`config.mk`:
```
export PLATFORM = sky130hd
export DESIGN_NAME = sram_1rw_req_ctrl
export DESIGN_NICKNAME = d
export VERILOG_FILES = /design/src/rtl/sram_1rw_req_ctrl.sv
export SDC_FILE = /design/constraint.sdc
export NUM_CORES = 1
export LEC_CHECK = 0
export CORE_MARGIN = 2
export CORE_UTILIZATION = 45
export DETAILED_ROUTE_END_ITERATION = 12
export HOLD_SLACK_MARGIN = 0.12
export PLACE_DENSITY = 0.85
export SLEW_MARGIN = 20
export SYNTH_ARGS = -nofsm -noshare
export SYNTH_HDL_FRONTEND = slang
export SYNTH_SLANG_ARGS = --single-unit
```
`constraint.sdc`:
```
create_clock -name clock -period 2.32 [get_ports clock]
set_input_delay 0.348 -clock clock [delete_from_list [all_inputs] [get_ports clock]]
set_output_delay 0.348 -clock clock [all_outputs]
set_load 0.05 [all_outputs]
```
`src/rtl/sram_1rw_req_ctrl.sv`:
```
// Single-port SRAM requester: zero-fills the array after reset, then merges write/read channels onto RW0.
// Latency: write lands at the accept edge; read response is visible two cycles after the read is accepted.
// Backpressure: reads are credit-limited by in-flight responses (pending + buffered); resp_ready never reaches r_ready.
// Build option: define SRAM_CTRL_RR_ARB_EN for round-robin arbitration on contention (default: fixed write priority).
module sram_1rw_req_ctrl #(
    parameter int DEPTH      = 1024,
    parameter int AW         = 10,
    parameter int DW         = 7,
    parameter int RESP_DEPTH = 2
) (
    input  logic          clock,
    input  logic          reset_n,
    input  logic          w_valid,
    output logic          w_ready,
    input  logic [AW-1:0] w_addr,
    input  logic [DW-1:0] w_data,
    input  logic          r_valid,
    output logic          r_ready,
    input  logic [AW-1:0] r_addr,
    output logic          resp_valid,
    input  logic          resp_ready,
    output logic [DW-1:0] resp_data,
    output logic          init_done,
    output logic [AW-1:0] sram_addr,
    output logic          sram_en,
    output logic          sram_wmode,
    output logic [DW-1:0] sram_wdata,
    input  logic [DW-1:0] sram_rdata
);

    localparam int PW = (RESP_DEPTH > 1) ? $clog2(RESP_DEPTH) : 1;
    localparam int CW = $clog2(RESP_DEPTH + 1);
    localparam logic [AW-1:0] LAST_ADDR  = AW'(DEPTH - 1);
    localparam logic [PW-1:0] LAST_SLOT  = PW'(RESP_DEPTH - 1);
    localparam logic [CW:0]   CREDIT_MAX = (CW + 1)'(RESP_DEPTH);

    typedef enum logic {ST_INIT, ST_RUN} state_t;

    state_t        state_q, state_d;
    logic [AW-1:0] init_ptr_q, init_ptr_d;
    logic          rd_pend_q, rd_pend_d;
    logic [DW-1:0] fifo_mem_q [RESP_DEPTH];
    logic [DW-1:0] fifo_mem_d [RESP_DEPTH];
    logic [PW-1:0] wr_ptr_q, wr_ptr_d;
    logic [PW-1:0] rd_ptr_q, rd_ptr_d;
    logic [CW-1:0] count_q, count_d;

    logic          run;
    logic [CW:0]   inflight;
    logic          rd_credit;
    logic          w_gnt;
    logic          r_gnt;
    logic          push;
    logic          pop;

    assign run       = (state_q == ST_RUN);
    assign init_done = run;
    // Credit counts the pending read plus everything buffered, ignoring a same-cycle pop,
    // so with RESP_DEPTH=2 streaming reads settle at two grants every three cycles.
    assign inflight  = {1'b0, count_q} + {{CW{1'b0}}, rd_pend_q};
    assign rd_credit = (inflight < CREDIT_MAX);

`ifdef SRAM_CTRL_RR_ARB_EN
    // rr_last_q=1 means the read channel won the last contended cycle.
    logic rr_last_q, rr_last_d;
    logic contend;
    logic pick_read;

    // Round-robin grant: alternate channels only on cycles where both could be served.
    always_comb begin
        contend   = run & w_valid & r_valid & rd_credit;
        pick_read = contend & ~rr_last_q;
        w_gnt     = run & w_valid & ~pick_read;
        r_gnt     = run & r_valid & rd_credit & (~w_valid | pick_read);
        rr_last_d = contend ? pick_read : rr_last_q;
    end

    // Arbitration history register; starts as "read" so the first contention goes to the write.
    always_ff @(posedge clock or negedge reset_n) begin
        if (!reset_n) rr_last_q <= 1'b1;
        else          rr_last_q <= rr_last_d;
    end
`else
    // Fixed priority: a valid write always wins; reads wait while w_valid stays high.
    always_comb begin
        w_gnt = run & w_valid;
        r_gnt = run & r_valid & rd_credit & ~w_valid;
    end
`endif

    assign w_ready = run & ~r_gnt;
    assign r_ready = run & rd_credit & ~w_gnt;

    // SRAM port drive: zero-fill sweep in INIT (suppressed while reset is held), else the granted op.
    always_comb begin
        sram_en    = 1'b0;
        sram_wmode = 1'b0;
        sram_addr  = '0;
        sram_wdata = '0;
        if (state_q == ST_INIT) begin
            sram_en    = reset_n;
            sram_wmode = reset_n;
            sram_addr  = init_ptr_q;
        end else if (w_gnt) begin
            sram_en    = 1'b1;
            sram_wmode = 1'b1;
            sram_addr  = w_addr;
            sram_wdata = w_data;
        end else if (r_gnt) begin
            sram_en    = 1'b1;
            sram_addr  = r_addr;
        end
    end

    // Sweep pointer and INIT->RUN transition; RUN is only left through reset.
    always_comb begin
        state_d    = state_q;
        init_ptr_d = init_ptr_q;
        if (state_q == ST_INIT) begin
            init_ptr_d = init_ptr_q + AW'(1);
            if (init_ptr_q == LAST_ADDR) state_d = ST_RUN;
        end
    end

    assign push       = rd_pend_q;
    assign resp_valid = (count_q != '0);
    assign pop        = resp_valid & resp_ready;
    assign resp_data  = resp_valid ? fifo_mem_q[rd_ptr_q] : '0;

    // Response FIFO: capture sram_rdata the cycle after a read issue; push and pop may coincide.
    always_comb begin
        rd_pend_d  = r_gnt;
        fifo_mem_d = fifo_mem_q;
        wr_ptr_d   = wr_ptr_q;
        rd_ptr_d   = rd_ptr_q;
        count_d    = count_q;
        if (push) begin
            fifo_mem_d[wr_ptr_q] = sram_rdata;
            wr_ptr_d = (wr_ptr_q == LAST_SLOT) ? '0 : wr_ptr_q + PW'(1);
        end
        if (pop) begin
            rd_ptr_d = (rd_ptr_q == LAST_SLOT) ? '0 : rd_ptr_q + PW'(1);
        end
        case ({push, pop})
            2'b10:   count_d = count_q + CW'(1);
            2'b01:   count_d = count_q - CW'(1);
            default: count_d = count_q;
        endcase
    end

    // State registers; reset discards any pending read and buffered responses.
    always_ff @(posedge clock or negedge reset_n) begin
        if (!reset_n) begin
            state_q    <= ST_INIT;
            init_ptr_q <= '0;
            rd_pend_q  <= 1'b0;
            wr_ptr_q   <= '0;
            rd_ptr_q   <= '0;
            count_q    <= '0;
            for (int i = 0; i < RESP_DEPTH; i++) fifo_mem_q[i] <= '0;
        end else begin
            state_q    <= state_d;
            init_ptr_q <= init_ptr_d;
            rd_pend_q  <= rd_pend_d;
            wr_ptr_q   <= wr_ptr_d;
            rd_ptr_q   <= rd_ptr_d;
            count_q    <= count_d;
            fifo_mem_q <= fifo_mem_d;
        end
    end

endmodule
```
---- Yosys cells after proc, flatten, opt, wreduce, memory -nomap -nowiden ----
Index checks and enable logic that the tools add are counted.
word-level totals
  flip-flop bits (word level) ............. 30
  input bits .............................. 39
  output and inout port bits .............. 30
  logic and storage cells ................. 59
operators by class
  $add $sub $neg .......................... 6
  magnitude comparators ................... 4
  equality and inequality tests ........... 3
  muxes and demuxes ....................... 22
  bitwise gates (word level) .............. 13
  reduce and logical (&&, ||, !) cells .... 3
operators with widths
  kind                     count
  $mux W7                  7
  $mux W10                 3
  $bwmux W14               1
  $add A10 B1 Y10 const B  1
  $eq A10 B10 Y1 const B   1
  $mux W1                  9
  $and A1 B1 Y1            8
  $demux W7 S1             1
  $ge A2 B2 Y1 const B     2
  $not A1 Y2               2
  $pmux W2 S2              1
  $reduce_bool A2 Y1       2
  $add A2 B1 Y3            1
  $lt A3 B2 Y1 const B     1
  $not A1 Y1               3
  $add A1 B1 Y1 const B    2
  $add A2 B1 Y2 const B    1
  $eq A2 B1 Y1 const B     1
  $eq A2 B2 Y1 const B     1
  $lt A2 B1 Y1 const B     1
  $sub A2 B1 Y2 const B    1
  $logic_and A1 B1 Y1      1

---- Depth between registers and ports, before layout ----
  word-level depth ........................ 7
  mapped depth ............................ 6
  mapped depth without buffers ............ 6

---- Worst setup path after synthesis ----
Ideal clock, no wire load.
  kind .................................... flip-flop to output port
  start ................................... register state_q, in the netlist init_done
  end ..................................... output port sram_addr[0]
  arrival time ............................ 2.154 ns
  data required time ...................... 1.972 ns
  path slack .............................. -0.182 ns
  cell stages (with the launch flop) ...... 4
  buffers on the path ..................... 1
  cell sequence ........................... dfrtp_1 -> clkbuf_1 -> nand2_1 -> o21ai_0
between the ends
  cells in the longest elaborated chain, start to end .. 6
  elaborated cells between the ends (all ways) .. 7
  those cells by class .................... mux (3); bitwise (4)
RTL lines
  element                      RTL line  source
  from (decl)                  39        state_t state_q, state_d;
  from (signal assigned)       162       state_q <= state_d;
  $and A1 B1 Y1 (3 in series)  87        r_gnt = run & r_valid & rd_credit & ~w_valid;
  $mux W10                     109       end else if (r_gnt) begin
  $mux W10                     104       end else if (w_gnt) begin
  $mux W10 *                   100       if (state_q == ST_INIT) begin
  to (decl)                    24        output logic [AW-1:0] sram_addr,
Mark *: on every way between the ends. The rest lies on a longest branch, timed or not.

---- Worst setup path in the final report ----
  start ................................... register state_q, in the netlist init_done
  end ..................................... output port sram_en
between the ends
  cells in the longest elaborated chain, start to end .. 6
  elaborated cells between the ends (all ways) .. 7
  those cells by class .................... mux (3); bitwise (4)
RTL lines
  element                      RTL line  source
  $and A1 B1 Y1 (3 in series)  87
  $mux W1                      109
  $mux W1                      104
  $mux W1 *                    100
  to (decl)                    25        output logic sram_en,
Marks and branches as above.

==> impl_metrics.json <==
{
  "status": "finished, final reports clean",
  "ctsRootBufferMaster": "clkbuf_4",
  "synth-main-ff-cell": "dfrtp_1",
  "drc_errors": 0,
  "r2r_slack_ns": 0.80,
  "cts_made_buffers": 5,
  "crit_required_ns": 1.97,
  "overflow": 0,
  "clk_pin_slew_worst_paths_ns": 0.09,
  "numPortBuffers": 68,
  "viasPerCell": 5.19,
  "cp_data_arrival_time_ns": 1.88,
  "hold_viol": 0,
  "async_flop_share_pct": 100,
  "syn_area_per_cell_um2": 10.6,
  "fp.dieH_um": 63.1,
  "total_power_mw": 1.55,
  "min_delay_path_depth": 1,
  "start_util_pct": 47.2,
  "grt_pass1_wl_mm": 6.91,
  "final_common_cell": "clkdlybuf4s50_1",
  "route.top_layer_used": "met4",
  "clock_sinks": 30,
  "synthMuxAreaShare_pct": 15.2,
  "synthAdderAreaFrac_pct": 1.59,
  "synth_top_family_by_area": "multiplexers",
  "instances_no_fill": 269,
  "place_congestion": 0.737,
  "first_pass_iters": 4,
  "cts_buffer_depth": 2,
  "most-common-layout-cells": "clkdlybuf4s50_1, dfrtp_1, buf_12, mux2_2, nand2_1",
  "coreArea_um2": 3340,
  "cp-startpoint": "init_done$_DFF_PN0_",
  "synth_edf_count": 0,
  "irDropWorstVdd_uv": 251,
  "hpwl_mm": 3.11,
  "synth_compound_area_share_pct": 10.6,
  "path_max_fanout": 11,
  "ys_ff_latch": 30,
  "holdCritStartpoint": "fifo_mem_q[11]$_DFFE_PN0P_",
  "leakage_nw": 1.15,
  "grtUsageTotal_pct": 22.2,
  "synth_cells": 149,
  "finalSetupViolations": 0,
  "tightest_slew_ns": 0.495,
  "placed_cells": 259,
  "power_density_nw_per_um2": 589,
  "maxSlewViolCount": 0,
  "drtIter0Drc": 34,
  "wl_met3_um": 313,
  "synth_cell_types": 30,
  "critPathLaunchType": "register",
  "diodes": 0,
  "h-tree-depth": 2,
  "insertion_delay_ns": 0.30,
  "antenna_found_initial": 0,
  "timing.rr.end": "count_q[1]$_DFFE_PN0P_",
  "wl_met1_mm": 1.51,
  "met2_length_mm": 2.18,
  "die_area_um2": 3990,
  "min_path_type": "register to register",
  "synthXorXnorAreaFrac_pct": 7.79,
  "vias": 1396,
  "max_cap_viol_count": 0,
  "fin_crit_sh_pct": 95.8,
  "ys_seq_area_share_pct": 47.7,
  "finClkSkew_ns": 0.00370,
  "hold_buffers": 0,
  "grt_max_degree": 31,
  "routed_wl_mm": 4.06,
  "area_growth_pct": 66.7,
  "die_x_um": 63.1,
  "antenna_left": 0,
  "r2r_start": "count_q[0]$_DFFE_PN0P_",
  "synthSimpleGateAreaFrac_pct": 14.5,
  "whs_endpoint": "fifo_mem_q[11]$_DFFE_PN0P_",
  "wire_per_inst_um": 15.1,
  "syn_area_um2": 1570,
  "nNetsFinal": 263,
  "period_needed_ns": 2.22,
  "relSlewSlack_pct": 66.9,
  "rows": 21,
  "end_kind": "output pin",
  "synth_warnings": 0,
  "synth_nets": 190,
  "crit_type": "register to output pin",
  "cts_tree": "built",
  "fmax_mhz": 450,
  "layout-drive-gt1-share_pct": 28.3,
  "ios": 69,
  "r2r_cells": 5,
  "grt_pass1_vias": 1491
}
final cells by class:
class	count	area [µm²]
clock buffer	7	55.1
clock inverter	1	5.00
fill	222	713
inverter	4	18.8
multi-input combinational	109	825
sequential	30	752
tap	46	57.6
timing repair buffer	72	911
cells by family (layout without fill, tap and decap cells):
kind of cell | Yosys count | in the layout
muxes | 22 | 22
adders and majority gates | 2 | 2
AOI/OAI and AO/OA | 25 | 25
buffers and inverters | 10 | 84
DFF | 30 | 30
xor gates and xnor gates | 14 | 14
and+or+nand+nor | 46 | 46
state kept, by name, indices dropped and copies added, names as in the netlist:
signal      cells
init_done       1
init_ptr_q     10
wr_ptr_q        1
push            1
rd_ptr_q        1
fifo_mem_q     14
count_q         2
cells in the mapped netlist (3+ instances only):
master    count  share of area [%]
dfrtp_1      30                 48
inv_1         4               0.95
nor2_1       13                3.1
xnor2_1       8                4.5
a22oi_1       9                4.3
buf_2         3               0.95
mux2_2       15                 11
clkbuf_1      3               0.72
o21ai_0       9                2.9
nand2_1      15                3.6
mux2i_1       7                4.5
xor2_1        6                3.3
and3_1        7                2.8
per-layer routing:
layer / global-route usage, % / vias to the layer above
met1: 25.7 / 664
met2: 39.5 / 58
met5: 0 / -
met3: 6.07 / 7
met4: 6.94 / 0
li1: - / 667
stage by stage:
stage,worst slack [ns],util [%],area [µm²],TNS [ns],hold slack (ns)
2_1_floorplan,0.0408,-,1570,0,0.0524
3_3_place_gp,0.0274,75.0,2500,0,0.486
3_5_place_dp,-0.116,75.0,2500,-0.768,0.491
4_1_cts,0.00536,76.9,2570,0,0.510
5_1_grt,-0.0249,78.6,2620,-0.0249,0.520
6_report,0.0963,78.6,2620,0,0.512
what timing repair did:
item / CTS / global route
setup endpoints to repair: 16 / 12
pin swaps: 0 / 1
hold endpoints to repair: 0 / 0
setup buffers: 0 / 2
gates resized for setup: 7 / 11
worst max path at each step:
| stage | depth (start not counted) | endpoint | slack (ns) |
|---|---|---|---|
| floorplan | 4 | sram_en | 0.04 |
| global placement | 5 | sram_en | 0.03 |
| detailed placement | 5 | sram_addr[5] | -0.12 |
| CTS | 3 | resp_data[6] | 0.005 |
| global route | 5 | sram_en | -0.02 |
| finish | 5 | sram_en | 0.1 |
power breakdown:
group / internal [mW] / switching [mW]
Clock: 0.147 / 0.157
Combinational: 0.239 / 0.354
Sequential: 0.564 / 0.0844
Total: 0.950 / 0.595
worst max-delay path, stage by stage (launching register included):
cell and delay, ns:
dfrtp_1 0.61, clkinvlp_4 0.20, buf_4 0.19, a21o_1 0.20, o21bai_2 0.22, buf_12 0.15
Power figures use the tool's default switching activity.
